**config.mk**
```make
export PLATFORM = sky130hd
export DESIGN_NAME = serial_paralelo_sync
export DESIGN_NICKNAME = d
export VERILOG_FILES = /design/src/rtl/serial_paralelo_sync.sv
export SDC_FILE = /design/constraint.sdc
export NUM_CORES = 1
export LEC_CHECK = 0
export CAP_MARGIN = 20
export CORE_MARGIN = 2
export CORE_UTILIZATION = 45
export DETAILED_ROUTE_END_ITERATION = 6
export HOLD_SLACK_MARGIN = 0.06
export PLACE_DENSITY = 0.76
export SLEW_MARGIN = 20
export SYNTH_ARGS = -nofsm -noshare
export SYNTH_HDL_FRONTEND = slang
export SYNTH_SLANG_ARGS = --single-unit
```
**constraint.sdc**
```tcl
create_clock -name clk_8f -period 1.8 [get_ports clk_8f]
set_input_delay 0.36 -clock clk_8f [delete_from_list [all_inputs] [get_ports clk_8f]]
set_output_delay 0.36 -clock clk_8f [all_outputs]
set_load 0.1 [all_outputs]
```
**src/rtl/serial_paralelo_sync.sv**
```systemverilog
// serial_paralelo_sync
//   Serial-to-parallel receiver with comma-based word alignment.
//   The receiver hunts for COMMA at any bit offset. It locks after LOCK_COUNT
//   consecutive aligned commas. After lock it emits non-comma words on
//   data2send, each with a one-cycle valid_out strobe.
//
//   Optional build macro: SP_SLIP_DETECT_EN
//     When defined, SLIP_LIMIT consecutive misaligned commas while locked
//     drop the link back to hunting.
//
// Ports
//   clk_8f      in   serial bit clock, all logic on the rising edge
//   reset       in   synchronous, active-high reset
//   data_in     in   serial data, MSB of each word first
//   data2send   out  [WIDTH-1:0] received parallel word
//   valid_out   out  one-cycle strobe, data2send holds a new non-comma word
//   active      out  link locked
//   BC_counter  out  [CNT_W-1:0] aligned commas since last hunt, saturating
//
// States
//   HUNT   | compare every cycle, looking for a comma at any bit offset
//   ALIGN  | word boundary found, counting consecutive aligned commas
//   ACTIVE | locked, forwarding data words and counting idle commas
module serial_paralelo_sync #(
  parameter int               WIDTH      = 8,
  parameter logic [WIDTH-1:0] COMMA      = 8'hBC,
  parameter int               LOCK_COUNT = 4,
  parameter int               CNT_W      = 4,
  parameter int               SLIP_LIMIT = 3
) (
  input  logic             clk_8f,
  input  logic             reset,
  input  logic             data_in,
  output logic [WIDTH-1:0] data2send,
  output logic             valid_out,
  output logic             active,
  output logic [CNT_W-1:0] BC_counter
);

  localparam int               BIT_W    = $clog2(WIDTH);
  localparam logic [BIT_W-1:0] BIT_LAST = BIT_W'(WIDTH - 1);
  localparam logic [CNT_W-1:0] BC_MAX   = '1;
  localparam logic [CNT_W-1:0] LOCK_VAL = CNT_W'(LOCK_COUNT);

  typedef enum logic [1:0] {
    HUNT   = 2'd0,
    ALIGN  = 2'd1,
    ACTIVE = 2'd2
  } state_t;

  state_t           state, state_nxt;
  logic [WIDTH-1:0] sr;
  logic [BIT_W-1:0] bit_cnt, bit_cnt_nxt, bit_cnt_inc;
  logic [CNT_W-1:0] bc_nxt, bc_inc;
  logic [WIDTH-1:0] data_nxt;
  logic             valid_nxt, active_nxt;
  logic             is_comma, word_tick;

`ifdef SP_SLIP_DETECT_EN
  localparam int               SLIP_W   = $clog2(SLIP_LIMIT + 1);
  localparam logic [SLIP_W-1:0] SLIP_VAL = SLIP_W'(SLIP_LIMIT);
  logic [SLIP_W-1:0] slip_cnt, slip_nxt, slip_inc;
  assign slip_inc = slip_cnt + 1'b1;
`endif

  assign is_comma    = (sr == COMMA);
  // Only meaningful in ALIGN/ACTIVE; in HUNT the bit counter is free-running.
  assign word_tick   = (bit_cnt == '0);
  assign bit_cnt_inc = (bit_cnt == BIT_LAST) ? '0 : bit_cnt + 1'b1;
  assign bc_inc      = BC_counter + 1'b1;

  always_ff @(posedge clk_8f) begin
    if (reset) begin
      state      <= HUNT;
      sr         <= '0;
      bit_cnt    <= '0;
      BC_counter <= '0;
      data2send  <= '0;
      valid_out  <= 1'b0;
      active     <= 1'b0;
`ifdef SP_SLIP_DETECT_EN
      slip_cnt   <= '0;
`endif
    end else begin
      state      <= state_nxt;
      sr         <= {sr[WIDTH-2:0], data_in};
      bit_cnt    <= bit_cnt_nxt;
      BC_counter <= bc_nxt;
      data2send  <= data_nxt;
      valid_out  <= valid_nxt;
      active     <= active_nxt;
`ifdef SP_SLIP_DETECT_EN
      slip_cnt   <= slip_nxt;
`endif
    end
  end

  always_comb begin
    state_nxt   = state;
    bit_cnt_nxt = bit_cnt_inc;
    bc_nxt      = BC_counter;
    data_nxt    = data2send;
    valid_nxt   = 1'b0;
    active_nxt  = active;
`ifdef SP_SLIP_DETECT_EN
    slip_nxt    = '0;
`endif

    unique case (state)
      HUNT: begin
        if (is_comma) begin
          // The comma just matched ends a word. The edge that takes us out of
          // HUNT also shifts in bit 1 of the next word, so the counter restarts at 1.
          bit_cnt_nxt = BIT_W'(1);
          bc_nxt      = CNT_W'(1);
          if (LOCK_COUNT == 1) begin
            state_nxt  = ACTIVE;
            active_nxt = 1'b1;
          end else begin
            state_nxt  = ALIGN;
          end
        end
      end

      ALIGN: begin
        if (word_tick) begin
          if (is_comma) begin
            bc_nxt = bc_inc;
            if (bc_inc == LOCK_VAL) begin
              state_nxt  = ACTIVE;
              active_nxt = 1'b1;
            end
          end else begin
            state_nxt = HUNT;
            bc_nxt    = '0;
          end
        end
      end

      ACTIVE: begin
`ifdef SP_SLIP_DETECT_EN
        slip_nxt = slip_cnt;
`endif
        if (word_tick) begin
          if (!is_comma) begin
            data_nxt  = sr;
            valid_nxt = 1'b1;
          end else begin
            if (BC_counter != BC_MAX) bc_nxt = bc_inc;
`ifdef SP_SLIP_DETECT_EN
            slip_nxt = '0;
`endif
          end
        end
`ifdef SP_SLIP_DETECT_EN
        else if (is_comma) begin
          if (slip_inc == SLIP_VAL) begin
            state_nxt  = HUNT;
            active_nxt = 1'b0;
            bc_nxt     = '0;
            valid_nxt  = 1'b0;
            slip_nxt   = '0;
          end else begin
            slip_nxt   = slip_inc;
          end
        end
`endif
      end

      default: begin
        state_nxt = HUNT;
      end
    endcase
  end

endmodule

```
* Word level (Yosys, flattened, before mapping)
Cells that the tools add are included.
** Operators by class
- Reductions and logical operators :: 8
- Bitwise operators :: 3
- Equal/unequal tests :: 12
- Mux-type cells :: 16
- Add/subtract/negate cells :: 2
** Operators with widths (number)
- $mux 4 :: 6
- $pmux 4 s3 :: 1
- $ne 2x2->1 const B :: 5
- $mux 3 :: 3
- $eq 8x8->1 const B :: 1
- $mux 2 :: 4
- $reduce_and 4->1 :: 2
- $pmux 2 s3 :: 1
- $reduce_and 6->1 :: 1
- $add 4x1->4 const B :: 1
- $eq 4x3->1 const B :: 1
- $ne 4x4->1 const B :: 1
- $add 3x1->3 const B :: 1
- $eq 3x3->1 const B :: 1
- $logic_not 3->1 :: 1
- $ne 3x3->1 const B :: 1
- $not 1->1 :: 3
- $reduce_and 3->1 :: 1
- $reduce_bool 3->1 :: 1
- $reduce_or 3->1 :: 1
- $eq 2x1->1 const B :: 1
- $eq 2x2->1 const B :: 1
- $logic_not 2->1 :: 1
- $mux 1 :: 1
** Storage, ports and cells
- Bits of input ports :: 3
- Flip-flop bits (word level) :: 27
- Word-level logic and storage cells :: 48
- Output and inout port bits :: 14

* Depth between registers and ports, before layout
Gate-level depths: netlist (run 1).
- Depth after elaboration :: 6
- Depth in mapped cells :: 7
- Depth with buffers taken out :: 7

* Worst setup path before layout (run 1)
Ideal clock, no wire load.
- Path type :: register to register
- From :: reg BC_counter[0]
- To :: reg state[1]
- Library setup time :: 0.086 ns
- Required time :: 1.714 ns
- Clock period less this slack :: 2.395 ns
- Data arrival time :: 2.309 ns
- Cell stages (with the launch flop) :: 7
- Slack :: -0.595 ns
- Path buffers :: 0
- Cells stage by stage :: dfxtp_1 ha_1 nor2b_1 a211oi_1 nand3b_1 or3_1 a221oi_2
** On the way
- Word-level cells in the longest chain between the ends :: 4
** RTL lines
- start: declaration :: RTL line 37 : output logic [CNT_W-1:0] BC_counter
- start signal: assignment :: RTL line 88 : BC_counter <= bc_nxt;
- $add 4x1->4 :: RTL line 70 : assign bc_inc = BC_counter + 1'b1;
- $eq 4x3->1 :: RTL line 129 : if (bc_inc == LOCK_VAL) begin
- $ne 3x3->1 (no source line)
- $reduce_and 4->1 (no source line)
- end signal: assignment :: RTL line 85 : state <= state_nxt;
- end: declaration :: RTL line 51 : state_t state, state_nxt;
Every way passes these cells.
A chain may end at the register's enable or synchronous reset.

* Final worst setup path (run 1)
- From :: reg sr[1]
- To :: reg state[1]
** On the way
- Word-level cells in the longest chain between the ends :: 4
- Elaborated cells on any way between the ends :: 7
- Classes of those cells :: eq/ne (3); mux (3); reduce/logical (1)
** RTL lines
- start: declaration :: RTL line 52 : logic [WIDTH-1:0] sr;
- start signal: assignment :: RTL line 86 : sr <= {sr[WIDTH-2:0], data_in};
- $eq 8x8->1 (*) :: RTL line 66 : assign is_comma = (sr == COMMA);
- $mux 2 :: RTL line 127 : if (is_comma) begin
- $mux 2 :: RTL line 126 : if (word_tick) begin
- $pmux 2 s3 :: RTL line 109 : unique case (state)
Every way passes the cells marked *; elsewhere a longest branch is shown, timed or not. The select of a mux whose other input is x is not followed.

==> results of run 1 <==
-- worst max path at each step --
stage,startpoint,endpoint,cells after the start
4_1_cts,sr[6],state[1],5
3_5_place_dp,sr[6],state[1],5
5_1_grt,sr[1],state[1],5
6_report,sr[1],state[1],5
2_1_floorplan,sr[6],state[1],5
3_3_place_gp,sr[6],state[1],5
-- layer usage --
layer	GRT usage (%)	up-vias	share of wire, %
li1	-	487	-
met1	19.1	460	42
met2	29.8	22	53
met3	3.26	8	3.3
met4	8.16	0	2.3
met5	0	-	0
-- placed cells by master, fill, tap and decap left out, drive strengths merged --
cell type / count
nand3: 5
a311oi: 2
clkinvlp: 1
and3b: 2
and3: 2
a221oi: 1
nor4: 1
nor2: 11
nand2: 8
a211oi: 1
inv: 6
clkbuf: 3
nand4: 1
o31ai: 1
or2: 1
buf: 27
nor2b: 11
mux2i: 9
or4b: 1
a21oi: 6
o41ai: 1
nor3: 2
o21ai: 4
clkdlybuf4s50: 2
nand2b: 4
nand3b: 1
a21o: 1
ha: 9
or3: 2
dfxtp: 27
-- cell families (layout without fill, tap and decap cells) --
logic type	count (synthesis)	after routing
muxes	9	9
AOI/OAI and AO/OA	17	17
adders and majority gates	9	9
and+or+nand+nor	52	52
DFF	27	27
buffers and inverters	9	39
-- power by group --
part,total (mW),leakage (nW),switching (mW),internal [mW]
Clock,0.273,0.0139,0.187,0.0854
Sequential,0.629,0.223,0.0156,0.613
Combinational,0.160,0.415,0.0908,0.0695
-- what timing repair did --
action                                  4_1_cts  5_1_grt
gates cloned                                  0        0
gates resized for setup                       3        8
setup buffers                                 0        3
endpoints found under the setup margin       12        6
pin swaps                                     1        3
-- stage by stage --
stage	setup TNS [ns]	cells	setup WS (ns)	utilization (%)	total power, mW
2_1_floorplan	-0.00216	123	-0.00216	-	0.736
3_3_place_gp	0	176	0.0114	65.5	0.785
3_5_place_dp	-0.137	176	-0.0297	65.5	0.793
4_1_cts	-0.0882	180	-0.0438	67.3	1.07
5_1_grt	-0.319	183	-0.0971	69.2	1.11
6_report	-0.0611	183	-0.0472	69.2	1.06
-- sequential cells by signal (all words and copies together), names as in the netlist --
signal,cells
active,1
BC_counter,4
valid_out,1
sr,8
state,2
data2send,8
bit_cnt,3
-- critical path, stage by stage, from the launching register on --
cell                       delay [ns]
sky130_fd_sc_hd__dfxtp_2         0.34
sky130_fd_sc_hd__or4b_4          0.60
sky130_fd_sc_hd__o21ai_4         0.19
sky130_fd_sc_hd__nand2_2         0.08
sky130_fd_sc_hd__or3_1           0.36
sky130_fd_sc_hd__a221oi_2        0.21
-- layout make-up --
type,count,area (um2)
fillers,192,777
multi-input cells,87,691
flip-flops and latches,27,554
repair buffers,29,410
well taps,30,37.5
clock buffers,3,22.5
inverters,6,22.5
clock inverters,1,7.51
==> results.txt, run 1 <==
* Outcome: finished, violations left
- Failing checks: negative setup slack
- Summing over every cut layer, the via total after detailed routing is 977.
- The via count of the first global-routing pass is 973.
- Sink count of the clock tree: 27
- Buffers from clock root to sink, at most: 2
* Reported max-cap violation count: 0
- DIE WIDTH: 55.9 um
- Number of instances in the synthesized netlist: 123
* Worst reg2reg startpoint: sr[1]
* Global placer's final weighted congestion: 0.871
- Portion of synthesized cell area occupied by the leading cell type: 44.6%
* Hold Path Origin: sr[3]
- The die is 55.9 um tall.
- Based on the critical path, the design can be clocked at up to 0.541 GHz.
- Compound-Gate Fraction of Synth Area: 11.5%
- Critical path class: reg2reg
- Starting density of the core: 48.0%
- The synthesized design contains 0 enable-type register cells.
- Cell type with the largest total area after synthesis: sky130_fd_sc_hd__dfxtp_1
- Kind of end point of the critical path: flip-flop
- The synthesized netlist devotes 24.4% of its cell area to simple gates.
* Static leakage: 0.651 nW
* Largest net degree at the start of global routing: 21
* Routed wire length per instance: 13.6 um
* Share of cell area taken by muxes after synthesis: 7.44%
- Clock root buffer: sky130_fd_sc_hd__clkbuf_4
* Post-synth top flop: sky130_fd_sc_hd__dfxtp_1
- The count of final max-slew check failures is 0.
* Number of flip-flops and latches in the synthesized netlist: 27
- On the final layout, the worst hold slack is 0.495 ns.
* Slew @ Worst Pin: 0.544 ns
* Unrepaired setup endpoints after global routing: yes
* Pre-antenna DRT Iters: 3
- Setup slack on the critical path of the routed design comes to -0.0472 ns.
- Die outline area: 3120 um2
- CTS built an H-tree with a depth of 1.
- For this design the ratio of total power to cell area is 608 nW/um2.
* Worst slew slack as a fraction of its limit: 63.6%
- Antenna violations before repair: 0
- By count the netlist is led by sky130_fd_sc_hd__dfxtp_1, sky130_fd_sc_hd__nor2b_1, sky130_fd_sc_hd__nor2_1.
* Yosys warning total: 0
- Setup slack of the worst register-to-register path: -0.05 ns
- Each instance of the synthesized netlist takes up on average 9.85 um2.
- Setup violations remaining at the end of the flow were counted as 2.
- Core area: 2520 um2
- The smallest clock period supported by the final layout is computed as 1.85 ns.
- The worst register-to-register path ends at state[1].
* Detailed placer's ending HPWL: 1.84 mm
- Along the worst hold path, the cell count comes to 1.
* Clock network latency to the later pin of the worst-skew pair: 0.34 ns
* Terminating pin of the worst hold path: sr[4]
* Worst reg2reg path depth: 5
- Count leader, synth: sky130_fd_sc_hd__dfxtp_1
- Cell Area, Synth: 1210 um2
* Fraction of the yosys area taken by sequential cells: 44.6%
* Row count: 18
- Worst Skew: 0.0122 ns
- Remaining DRCs: 0
- Of the total synthesized cell area, the portion taken by full adders, half adders and majority gates is 9.30%.
- In the synthesized netlist the async set-or-reset flop fraction comes to 0%.
* Total cell area at the placement stage: 1650 um2
- After clock tree synthesis, the flow added hold-fix buffers numbering 0.
* Clk slew on worst S/H paths: 0.15 ns
- CTS tree: built
* Type of the tightest min-delay check: reg2reg
* Congestion Overflow GR: 0
- The area growth from synthesis to layout is 44.1%.
- Cells taking the most area after synthesis: sky130_fd_sc_hd__dfxtp_1, sky130_fd_sc_hd__ha_1, sky130_fd_sc_hd__mux2i_1, sky130_fd_sc_hd__nor2b_1, sky130_fd_sc_hd__nor2_1
- Total routing resource utilization after global routing: 16.8%
- Final-report hold violation count: 0
- Fraction of layout cells with a size suffix above 1: 34.6%
- The number of nets in the synthesized netlist is 135.
* Post-detailed-route via-to-cell ratio: 5.34
* DRT Wirelength: 2.49 mm
- Yosys mapped the design onto 32 distinct sky130hd cell types.
- The final layout contains 166 nets.
* CP Data Arrival Time: 2.11 ns
- Worst vdd ir: 0.717 mV
- Buffers on Ports: 16
- Iteration-0 DRC count of the detailed router: 4
* Maximum fanout along the worst path: 4
* Wire length of the first global-routing pass: 4.18 mm
- Post-synthesis share of cell area spent on xor and xnor gates: 0%
* WP data required: 2.06 ns
- STA classifies the critical path startpoint as a flip-flop.
- # IOs: 17
* Number of buffers created by CTS: 3
* Share of the clock period used by the worst path: 103%
- Residual antenna-violating net count after detailed routing: 0
- Diodes inserted: 0
- Post-route cell area: 1750 um2
* Combinational family with the most area after synthesis: simple AND/OR/NAND/NOR gates
Power figures use the tool's default switching activity.
==> inputs of run 2 (changes only) <==
Settings changed: MAX_ROUTING_LAYER set to met4, SLEW_MARGIN 20 to not set.
==> run 2 against run 1 <==
Against the previous run:
- the flow still finishes with violations (negative setup slack)
- fmax is 2.8% lower
- power decreased by 0.81%
- non-clock buffer count fell by 3
- clock-buffer cell count unchanged
==> results.txt, run 2 (synthesis results as in run 1) <==
- Htree depth: 1 (unchanged)
* Hold_ws: 0.495 ns (about the same)
- Failing checks: negative setup slack (unchanged).
- The ratio of final minimum period to clock period was 106% (was 103%).
- The class of the tightest hold or removal check is reg2reg (unchanged).
- Commonest cells after routing, fill and taps aside: sky130_fd_sc_hd__dfxtp_1, sky130_fd_sc_hd__buf_12, sky130_fd_sc_hd__nor2b_1 (was sky130_fd_sc_hd__dfxtp_1, sky130_fd_sc_hd__buf_12, sky130_fd_sc_hd__buf_4)
* Worst Skew: 0.00875 ns (was 0.0122 ns)
- Fraction of layout cells with a size suffix above 1: 30.7% (was 34.6%)
- Total routing resource utilization after global routing: 15.5% (was 16.8%)
* Die outline area: 3120 um2 (unchanged)
- Clk slew on worst S/H paths: 0.16 ns (was 0.15 ns)
- The final weighted congestion in routability-driven placement is 0.887 (was 0.871).
* Cell family with most CP delay: simple AND/OR/NAND/NOR gates (unchanged)
- Number of buffers created by CTS: 3 (unchanged)
- The critical path startpoint category is a flip-flop (unchanged).
* Worst slew slack as a fraction of its limit: 66.1% (was 63.6%)
- The average wire length per cell after detail routing was 13.0 um (was 13.6 um).
- The kind of end point of the critical path is a flip-flop (unchanged).
* Smallest setup slack after layout: -0.101 ns (was -0.0472 ns)
- Power density over the cells: 621 nW/um2 (was 608 nW/um2)
* Buffers from clock root to sink, at most: 2 (unchanged)
- The number of primary I/O pins came to 17 (unchanged).
- The worst-margin pin slew is 0.506 ns (was 0.544 ns).
- The sum of routed wire length over all layers was 2.33 mm (was 2.49 mm).
- The length of the first detailed-routing pass in iterations is 4 (was 3).
* DIE WIDTH: 55.9 um (unchanged)
- The buffer count from post-CTS setup fixing was 0 (unchanged).
- Critical path class: reg2reg (unchanged)
* Slowest cell on the critical path: sky130_fd_sc_hd__or4b_4 (unchanged)
* Clock network latency to the later pin of the worst-skew pair: 0.32 ns (was 0.34 ns)
- The antenna violation net count after detailed routing came to 0 (unchanged).
* Core area: 2520 um2 (unchanged)
* Final Slew Violations: 0 (unchanged)
- The residual DRC count is 0 (unchanged).
- Outcome: finished, violations left (unchanged)
* Worst vdd ir: 1.03 mV (was 0.717 mV)
- The post-layout minimum cycle time is 1.90 ns (was 1.85 ns).
* Unrepaired setup endpoints after global routing: yes (unchanged)
- The cell count after placement is 176 (unchanged).
* Number of nets at the end of the flow: 163 (was 166)
* Final standard cell count with taps included and fillers excluded: 180 (was 183)
* Iteration-0 DRC count of the detailed router: 14 (was 4)
- Most common cell after layout, fill and taps aside: sky130_fd_sc_hd__dfxtp_1 (unchanged)
- The leakage component of the power is 0.630 nW (was 0.651 nW).
- Clock root buffer: sky130_fd_sc_hd__clkbuf_4 (unchanged)
* Maximum clock rate: 0.526 GHz (was 0.541 GHz)
- Buffers on Ports: 16 (unchanged)
* Diodes inserted: 0 (unchanged)
* Post-detailed-route via-to-cell ratio: 5.26 (was 5.34)
- The overall overflow remaining after global route is 0 (unchanged).
* WP data required: 2.05 ns (was 2.06 ns)
- The max-capacitance violation count came to 0 (unchanged).
- The number of endpoints with negative hold slack in the final report came to 0 (unchanged).
- The global-route wire length before repair is 3.89 mm (was 4.18 mm).
- Final setup violating endpoints: 2 (unchanged)
* Die Y: 55.9 um (unchanged)
- The estimated wirelength of the detail-placed design came to 1.71 mm (was 1.84 mm).
- The design area was 1700 um2 (was 1750 um2).
- The largest net degree at the start of global routing is 17 (was 21).
* Largest stage delay on the critical path: 0.59 ns (was 0.60 ns)
* CTS tree: built (unchanged)
- Layout area overhead: 40.1% (was 44.1%)
- Starting density of the core: 48.0% (unchanged)
* Via count of the first global-routing pass: 936 (was 973)
* CP Data Arrival Time: 2.15 ns (was 2.11 ns)
* Sink count of the clock tree: 27 (unchanged)
- The initial antenna violation count came to 0 (unchanged).
- Worst path cell trace: or4b_4 -> o21ai_2 -> nand2_2 -> or3_1 -> a221oi_2 (was or4b_4 -> o21ai_4 -> nand2_2 -> or3_1 -> a221oi_2)
* Maximum fanout along the worst path: 4 (unchanged)
- Total cell area at the placement stage: 1640 um2 (was 1650 um2)
- The count of buffer and inverter cells on the critical path is 0 (unchanged).
* Total vias in the final route: 947 (was 977)
* Row count: 18 (unchanged)
* Largest registers: data2send: 8 flops, sr: 8 flops, BC_counter: 4 flops (unchanged)
## run 2: cell types whose count changed in the layout (fill, tap and decap cells not counted), sizes merged
cell / before / now
buf: 27 / 24
## run 2: worst paths after layout
kind / start / to / slack, ns / depth (start not counted)
worst max-delay path: sr[6] / state[1] / -0.10 / 5
worst min-delay path: active / active / 0.50 / 2
worst max register to register: sr[6] / state[1] / -0.10 / 5
worst min register to register: active / active / 0.50 / 2
## run 2: routing by layer
layer	wire length [um]	track usage, %
met5	0	-
met1	1040	18.7
met3	74	3.02
met4	9	2.72
met2	1210	27.2
## run 2: layout make-up
cell class              count  area, um2
fillers                   217        826
multi-input cells          87        681
flip-flops and latches     27        551
repair buffers             26        375
well taps                  30       37.5
clock buffers               3       22.5
inverters                   6       22.5
clock inverters             1       7.51
## run 2: tightest hold or removal path: cells and delay by family, from the launching register on
kind            cells  cell delay [ns]
buf+inv             1             0.06
compound gates      1             0.05
flops               1             0.36
## run 2: stage by stage
step	utilization [%]	total power [mW]	TNS (ns)	worst slack [ns]
2_1_floorplan	-	0.736	-0.00216	-0.00216
3_3_place_gp	65.0	0.781	0	0.0112
3_5_place_dp	65.0	0.787	-0.0194	-0.0169
4_1_cts	66.4	1.05	-0.119	-0.0276
5_1_grt	67.3	1.09	-0.491	-0.156
6_report	67.3	1.05	-0.113	-0.101
## run 2: power by group
part	leakage, nW	internal [mW]	switching [mW]
Clock	0.0139	0.0848	0.186
Sequential	0.221	0.613	0.0156
Combinational	0.394	0.0650	0.0888
## run 2: timing repair
action                                  CTS  global route
hold buffers                              0             0
resized for setup                         1             5
endpoints found under the hold margin     0             0
endpoints found under the setup margin    9            13
